**src/rtl/matrix_pkg.sv**
```systemverilog
// matrix_pkg: shared constants for the LED-matrix input front end.
// One-hot image select codes, button bit positions, and the
// auto-cycle successor used when MATRIX_AUTO_CYCLE_EN is defined.
package matrix_pkg;

    localparam logic [2:0] SEL_NONE = 3'b000;
    localparam logic [2:0] SEL_A    = 3'b001;
    localparam logic [2:0] SEL_C    = 3'b010;
    localparam logic [2:0] SEL_R    = 3'b100;

    localparam int BTN_A = 0;
    localparam int BTN_C = 1;
    localparam int BTN_R = 2;

    // Successor in the A -> C -> R -> A rotation; "none" stays "none".
    function automatic logic [2:0] next_sel(input logic [2:0] cur);
        case (cur)
            SEL_A:   return SEL_C;
            SEL_C:   return SEL_R;
            SEL_R:   return SEL_A;
            default: return SEL_NONE;
        endcase
    endfunction

endpackage

```
**src/rtl/matrix_input_ctrl_btn_debounce.sv**
```systemverilog
// btn_debounce: 2-FF synchronizer, polarity normalization, stability
// counter and a one-cycle press pulse on the released->pressed flip.
module btn_debounce #(
    parameter int DB_CYCLES  = 500000,
    parameter int DB_W       = 19,
    parameter int ACTIVE_LOW = 1
) (
    input  logic clk,
    input  logic rst,
    input  logic raw,
    output logic press
);
    import matrix_pkg::*;

    // Raw level of a released button, so reset does not look like a press.
    localparam logic RAW_IDLE = (ACTIVE_LOW != 0);

    logic            sync_p0;
    logic            sync_p1;
    logic            level;
    logic            stable;
    logic [DB_W-1:0] cnt;
    logic            flip;

    // Two-stage synchronizer for the asynchronous button input.
    always_ff @(posedge clk or posedge rst) begin
        if (rst) begin
            sync_p0 <= RAW_IDLE;
            sync_p1 <= RAW_IDLE;
        end else begin
            sync_p0 <= raw;
            sync_p1 <= sync_p0;
        end
    end

    // level is 1 while pressed, whatever the board polarity.
    assign level = (ACTIVE_LOW != 0) ? ~sync_p1 : sync_p1;
    assign flip  = (level != stable) && (cnt == DB_W'(DB_CYCLES - 1));

    // Stability counter; the stable state follows only after DB_CYCLES
    // consecutive differing samples, and a press pulse marks the 0->1 flip.
    always_ff @(posedge clk or posedge rst) begin
        if (rst) begin
            cnt    <= '0;
            stable <= 1'b0;
            press  <= 1'b0;
        end else begin
            press <= flip & ~stable;
            if (level == stable) begin
                cnt <= '0;
            end else if (flip) begin
                cnt    <= '0;
                stable <= ~stable;
            end else begin
                cnt <= cnt + 1'b1;
            end
        end
    end

endmodule

```
**src/rtl/matrix_input_ctrl.sv**
```systemverilog
// matrix_input_ctrl: debounced button selection with req/ack handshake,
// synchronized display enable and scroll-step tick for the 5x7 driver.
// Optional feature macro: MATRIX_AUTO_CYCLE_EN (auto-advance A->C->R
// after AUTO_TICKS scroll ticks without a press).
module matrix_input_ctrl #(
`ifdef MATRIX_AUTO_CYCLE_EN
    parameter int AUTO_TICKS     = 7,
`endif
    parameter int DB_CYCLES      = 500000,
    parameter int DB_W           = 19,
    parameter int SCROLL_CYCLES  = 33554432,
    parameter int SCROLL_W       = 26,
    parameter int BTN_ACTIVE_LOW = 1
) (
    input  logic       clk,
    input  logic       rst,
    input  logic [2:0] btn_raw,
    input  logic       en_raw,
    output logic [2:0] sel,
    output logic       sel_req,
    input  logic       sel_ack,
    output logic       scroll_tick,
    output logic       en
);
    import matrix_pkg::*;

    logic [2:0]          press;
    logic [2:0]          win;
    logic                event_any;
    logic                handshake;
    logic                load;
    logic [2:0]          load_val;
    logic                en_p0;
    logic [SCROLL_W-1:0] scroll_cnt;

    btn_debounce #(.DB_CYCLES(DB_CYCLES), .DB_W(DB_W), .ACTIVE_LOW(BTN_ACTIVE_LOW))
        u_db_a (.clk(clk), .rst(rst), .raw(btn_raw[BTN_A]), .press(press[BTN_A]));
    btn_debounce #(.DB_CYCLES(DB_CYCLES), .DB_W(DB_W), .ACTIVE_LOW(BTN_ACTIVE_LOW))
        u_db_c (.clk(clk), .rst(rst), .raw(btn_raw[BTN_C]), .press(press[BTN_C]));
    btn_debounce #(.DB_CYCLES(DB_CYCLES), .DB_W(DB_W), .ACTIVE_LOW(BTN_ACTIVE_LOW))
        u_db_r (.clk(clk), .rst(rst), .raw(btn_raw[BTN_R]), .press(press[BTN_R]));

    // Enable switch is only synchronized; it is a level, not a button.
    always_ff @(posedge clk or posedge rst) begin
        if (rst) begin
            en_p0 <= 1'b0;
            en    <= 1'b0;
        end else begin
            en_p0 <= en_raw;
            en    <= en_p0;
        end
    end

    // Fixed priority among simultaneous press events: A, then C, then R.
    always_comb begin
        win = SEL_NONE;
        if (press[BTN_A])      win = SEL_A;
        else if (press[BTN_C]) win = SEL_C;
        else if (press[BTN_R]) win = SEL_R;
    end

    assign event_any = |press;
    assign handshake = sel_req & sel_ack;

`ifdef MATRIX_AUTO_CYCLE_EN
    localparam int AUTO_W = $clog2(AUTO_TICKS + 1);
    logic [AUTO_W-1:0] auto_cnt;
    logic              auto_adv;

    assign auto_adv = scroll_tick && !event_any && (sel != SEL_NONE) &&
                      (auto_cnt == AUTO_W'(AUTO_TICKS - 1));

    // Counts scroll ticks since the last press or auto advance.
    always_ff @(posedge clk or posedge rst) begin
        if (rst) begin
            auto_cnt <= '0;
        end else if (event_any || auto_adv) begin
            auto_cnt <= '0;
        end else if (scroll_tick) begin
            auto_cnt <= auto_cnt + 1'b1;
        end
    end

    assign load     = event_any | auto_adv;
    assign load_val = event_any ? win : next_sel(sel);
`else
    assign load     = event_any;
    assign load_val = win;
`endif

    // Selection register and request flag; a new event always beats an ack.
    always_ff @(posedge clk or posedge rst) begin
        if (rst) begin
            sel     <= SEL_NONE;
            sel_req <= 1'b0;
        end else if (load) begin
            sel     <= load_val;
            sel_req <= 1'b1;
        end else if (handshake) begin
            sel_req <= 1'b0;
        end
    end

    // Scroll period counter; restarts on every accepted handshake.
    always_ff @(posedge clk or posedge rst) begin
        if (rst) begin
            scroll_cnt  <= '0;
            scroll_tick <= 1'b0;
        end else begin
            scroll_tick <= 1'b0;
            if (handshake) begin
                scroll_cnt <= '0;
            end else if (en && (sel != SEL_NONE)) begin
                if (scroll_cnt == SCROLL_W'(SCROLL_CYCLES - 1)) begin
                    scroll_cnt  <= '0;
                    scroll_tick <= 1'b1;
                end else begin
                    scroll_cnt <= scroll_cnt + 1'b1;
                end
            end
        end
    end

endmodule
```
**config.mk**
```make
export PLATFORM = sky130hd
export DESIGN_NAME = matrix_input_ctrl
export DESIGN_NICKNAME = d
export VERILOG_FILES = /design/src/rtl/matrix_pkg.sv /design/src/rtl/matrix_input_ctrl_btn_debounce.sv /design/src/rtl/matrix_input_ctrl.sv
export SDC_FILE = /design/constraint.sdc
export NUM_CORES = 1
export LEC_CHECK = 0
export CAP_MARGIN = 10
export CORE_AREA = 5 5 100 102
export DETAILED_ROUTE_END_ITERATION = 8
export DIE_AREA = 0 0 105 107
export HOLD_SLACK_MARGIN = 0.02
export PLACE_DENSITY = 0.78
export SYNTH_ARGS = -nofsm -noshare
export SYNTH_HDL_FRONTEND = slang
export SYNTH_SLANG_ARGS = --single-unit
```
**constraint.sdc**
```tcl
create_clock -name clk -period 10.6 [get_ports clk]
set_input_delay 2.12 -clock clk [delete_from_list [all_inputs] [get_ports clk]]
set_output_delay 2.12 -clock clk [all_outputs]
set_load 0.02 [all_outputs]
```
# Yosys cells after proc, flatten, opt, wreduce, memory -nomap -nowiden

Index checks and enable logic that the tools add are counted.

Flip-flop bits (word level): 102
Output and inout port bits: 6

$add $sub $neg: 4
Equality and inequality tests: 10
Mux-type cells: 17
Bitwise logic cells: 13
Reductions and logical operators: 11

Operators with widths:

| cell                                            | number |
|---|---|
| two-way mux 19 bit                              | 6 |
| two-way mux 26 bit                              | 3 |
| adder 19 x 1 -> 19 bit, second input constant   | 3 |
| == test 19 bit, second input constant           | 3 |
| adder 26 x 1 -> 26 bit, second input constant   | 1 |
| == test 26 x 25 -> 1 bit, second input constant | 1 |
| two-way mux 3 bit                               | 3 |
| inverter 1 bit                                  | 9 |
| AND reduction 2 bit                             | 3 |
| two-way mux 1 bit                               | 5 |
| AND 1 bit                                       | 4 |
| logical AND 1 bit                               | 4 |
| nonzero test 2 bit                              | 2 |
| == test 1 bit                                   | 3 |
| inequality test 1 bit                           | 3 |
| nonzero test 3 bit                              | 1 |
| OR reduction 3 bit                              | 1 |

# Depth between registers and ports, before layout

Depth in word-level cells: 5
Depth in mapped cells: 8

# By module

From an unflattened synthesis, not the netlist that was laid out.

Cell total of the unflattened synthesis: 480
Area total of the unflattened synthesis: 5057.4 um^2

By module, submodules not included:

| module            | times used | cells each | area each (um^2) |
|---|---|---|---|
| btn_debounce      | 3          | 103        | 1121.1 |
| matrix_input_ctrl | 1          | 171        | 1694.1 |

# Least setup slack after synthesis

OpenSTA, ideal clock, no wires.

Path kind: input to register
Start: input port sel_ack
End: register scroll_cnt[16]
Arrival: 3116 ps
Setup slack: 7365 ps
Stages: 5
Buffers on the path: 0
Cell sequence: nand2_1 -> a2111o_1 -> nor3_1 -> xnor2_1 -> nor2_1

Word-level cells in the longest chain between the ends: 2

Ends and longest elaborated chain:

| element                                                         | RTL line                 | source |
|---|---|---|
| start, declared                                                 | matrix_input_ctrl.sv:21  | `input logic sel_ack,` |
| AND 1 bit *                                                     | matrix_input_ctrl.sv:63  | `assign handshake = sel_req & sel_ack;` |
| two-way mux 26 bit / nonzero test 2 bit (equally long branches) | --                       |  |
| end signal, assigned                                            | matrix_input_ctrl.sv:118 | `scroll_cnt <= scroll_cnt + 1'b1;` |
| end, declared                                                   | matrix_input_ctrl.sv:34  | `logic [SCROLL_W-1:0] scroll_cnt;` |

Mark *: on every way between the ends. The rest lies on a longest branch, timed or not.
A chain may end at the register's enable or synchronous reset.

# Final worst setup path

Start: input port sel_ack
End: register scroll_cnt[18]

The elaborated chain is that of the path after synthesis.

==> flow_summary.json <==
{
  "placementRows": 35,
  "internal-power_mw": 0.499,
  "route.vias.total": 3255,
  "setup.reg_to_reg.worst_slack_ns": 8.29,
  "timing.fmax_ghz": 0.283,
  "crit_fanout": 6,
  "hpwl_after_detailed_placement_mm": 5.70,
  "buf_inv_on_cp": 1,
  "cts-root-buf": "sky130_fd_sc_hd__clkbuf_8",
  "timing.max_cap.violations": 0,
  "power.clock.fraction_pct": 34.8,
  "fin_tns_setup_ns": 0,
  "maximum_number_of_pins_on_one_net_before_global_route_repair": 92,
  "final_antenna_net_count": 0,
  "cts.sinks": 102,
  "avgSynthCellArea_um2": 10.4,
  "number_of_max_slew_violations_in_the_final_report": 0,
  "die_h_um": 107,
  "slowest_delay_ns": 0.54,
  "netlist_instances": 461,
  "critical_path_endpoint_category": "flip-flop",
  "final_hold_viol_count": 0,
  "wirelength_mm": 8.32,
  "tritoncts": "done",
  "classification_of_the_worst_slack_hold_path": "reg2reg",
  "post-route-min-period_ns": 3.53,
  "number_of_storage_elements_in_the_synthesis_netlist": 102,
  "power.ir.vdd_worst_v": 0.0000661,
  "sw_frac_of_total_pct": 22.5,
  "power.density_nw_per_um2": 125,
  "track_usage_pct": 15.6,
  "avgRoutedWirePerCell_um": 14.0,
  "final_setup_vio_count": 0,
  "gr_ovfl_total": 0,
  "effective_utilization_at_floorplan_pct": 53.0,
  "switchingPower_mw": 0.145,
  "h-tree-depth": 3,
  "synth_sequential_area_ratio_pct": 53.5,
  "power.share.combinational_pct": 3.4,
  "post-route-period-util_pct": 33.3,
  "power.sequential.fraction_pct": 61.8,
  "cts_post_setup_buffers_inserted": 0,
  "design.final.nets": 488,
  "post_cts_hold_buffer_count": 0,
  "grt_antenna_before_repair": 0,
  "number_of_global_route_vias_before_repair": 3267,
  "ant_cells": 0,
  "cell_family_with_the_largest_share_of_critical_path_delay": "compound AO/OA/AOI/OAI gates",
  "die_area_um2": 11200,
  "floorplan.die.width_um": 105,
  "cts_buffer_count": 9,
  "place.gp.congestion": 0.849,
  "clkSlewWorstSetupHoldPaths_ns": 0.09,
  "crit_path_top_delay_cell": "sky130_fd_sc_hd__a2111o_1",
  "number_of_synthesis_warnings": 0,
  "placed_cell_area_um2": 4970,
  "syn_std_cell_area_um2": 4780,
  "total_nets_after_synthesis": 472,
  "worst_clk_skew_ns": 0.0111,
  "cts-resized-gates": 0,
  "io_buffers": 12,
  "worstPathArrival_ns": 3.74,
  "startpoint_type": "input pin",
  "drt_pass1_iterations": 4,
  "cts-root-to-sink-buffers": 2,
  "grt_setup_unrepaired": "false",
  "via_cell_ratio": 5.49,
  "setup_crit_path_kind": "in2reg",
  "max_slew_margin_pct": 40.3,
  "clkLatencyLatePin_ns": 0.36,
  "status": "completed",
  "global_route_wire_length_before_repair_mm": 14.6,
  "drt_first_iter_violations": 129,
  "cp.required_ns": 10.81,
  "synth_cell_types": 44,
  "total_leakage_power_nw": 2.20,
  "timing.critical_path.cells": "clkdlybuf4s50_1 > nand2_1 > a2111o_1 > nor3_1 > xnor2_1 > nor2_1",
  "ios": 13,
  "drt_drc_violations_left": 0,
  "ratio_of_cells_with_drive_above_1_in_the_final_layout_pct": 6.64,
  "power.total_mw": 0.645,
  "tightestPinTransition_ns": 0.895,
  "area_growth_syn_to_layout_pct": 8.01,
  "final_area_um2": 5160,
  "design.core.area_um2": 9020
}
==> registers in the layout (all words and copies together), names as in the netlist <==
| name | count |
|---|---|
| u_db_c.sync_p1 | 1 |
| u_db_r.press | 1 |
| u_db_r.sync_p0 | 1 |
| en | 1 |
| en_p0 | 1 |
| u_db_r.stable | 1 |
| u_db_a.stable | 1 |
| u_db_r.sync_p1 | 1 |
| scroll_tick | 1 |
| u_db_c.press | 1 |
| u_db_c.cnt | 19 |
| u_db_a.sync_p1 | 1 |
| u_db_a.cnt | 19 |
| u_db_a.sync_p0 | 1 |
| sel_req | 1 |
| u_db_c.sync_p0 | 1 |
| u_db_a.press | 1 |
| scroll_cnt | 26 |
| u_db_r.cnt | 19 |
| u_db_c.stable | 1 |
| sel | 3 |
==> layout by cell type (no fill, tap or decap), drive strengths merged, types with 3 or more instances in the layout <==
master	instances
dfrtp	96
nor2	93
xor2	42
xnor2	37
nand4	28
nand2	28
nand3	25
nor3	19
clkbuf	13
clkdlybuf4s50	12
and4	11
nor4	11
inv	10
and3	6
dfstp	6
nor4b	4
ha	4
and2	3
nand3b	3
a21oi	3
or2	3
==> stage by stage <==
stage	cells	util [%]	setup WS, ns	hold slack (ns)
3_5_place_dp	576	55.0	6.70	0.347
2_1_floorplan	461	-	5.81	0.331
4_1_cts	592	57.0	7.06	0.361
6_report	593	57.3	7.07	0.360
3_3_place_gp	576	55.0	6.74	0.338
5_1_grt	593	57.3	6.96	0.369
==> worst paths after layout <==
path                                 from  cells after the start        endpoint
min in group asynchronous             rst                      2   u_db_r.cnt[3]
max in group asynchronous             rst                      4  u_db_r.sync_p1
min reg2reg                u_db_a.sync_p0                      0  u_db_a.sync_p1
max reg2reg                 scroll_cnt[3]                      5  scroll_cnt[18]
max                               sel_ack                      6  scroll_cnt[18]
min                        u_db_a.sync_p0                      0  u_db_a.sync_p1
==> final cells by class <==
cell class	count	area, um2
Fill cell	757	3860
Clock buffer	13	159
Multi-Input combinational cell	340	2100
Clock inverter	3	20.0
Tap cell	111	139
Inverter	10	40.0
Sequential cell	102	2560
Timing Repair Buffer	14	148
==> synthesized netlist by cell type, drive strengths merged <==
master  instances  area share, %
nor2           93            7.3
and2            3           0.39
or4             1           0.16
a31oi           2           0.26
nor2b           2           0.26
nand3          25            2.6
nand4          28            3.7
and4b           1           0.21
ha              4            1.0
nor4b           4           0.73
o31ai           1           0.16
and3            6           0.79
dfrtp          96             50
clkbuf          1          0.078
mux2i           1           0.21
xor2           42            7.7
or2             3           0.39
inv            10           0.79
a21o            2           0.31
nand2b          2           0.26
nand4b          1           0.18
a2111o          1           0.24
or4b            1           0.29
nand2          28            2.3
nor3           19            2.2
and4           11            2.0
nor4           11            1.8
o21ai           2           0.29
a21oi           3           0.31
buf             8            1.7
o31a            1           0.18
mux2            1           0.24
xnor2          37            6.8
a22o            1           0.18
nand3b          3           0.47
dfstp           6            3.3
==> metal layers <==
layer,up-vias,share of wire [%],track usage [%],routed length [um]
met5,-,0,0,0
met4,0,1.2,5.11,100
met3,7,3.4,3.67,279
met2,44,48,25.5,3960
met1,1593,48,20.6,3980
li1,1611,-,-,-
==> power groups by stage <==
| stage | registers, mW | clock network (mW) | logic (mW) |
|---|---|---|---|
| floorplan | 0.405 | 0 | 0.0164 |
| global placement | 0.406 | 0 | 0.0211 |
| detailed placement | 0.406 | 0 | 0.0215 |
| CTS | 0.398 | 0.233 | 0.0216 |
| global route | 0.399 | 0.247 | 0.0257 |
| finish | 0.398 | 0.225 | 0.0218 |
==> cells by family after synthesis <==
logic type               after synthesis  synth area share (%)
AO/OA/AOI/OAI                         13                  1.94
flip-flops                           102                  53.5
XOR/XNOR                              79                  14.5
AND/OR/NAND/NOR                      242                  26.0
buffers and inverters                 19                  2.56
adder cells (fa/ha/maj)                4                  1.05
multiplexers                           2                 0.445
==> worst reg2reg max path: stages, from the launching register on <==
cell                      delay [ns]
sky130_fd_sc_hd__dfrtp_1        0.43
sky130_fd_sc_hd__nand4_1        0.21
sky130_fd_sc_hd__nor3_2         0.39
sky130_fd_sc_hd__nand4_1        0.24
sky130_fd_sc_hd__o21ai_2        0.75
sky130_fd_sc_hd__nor2_1         0.14
Power figures use the tool's default switching activity.
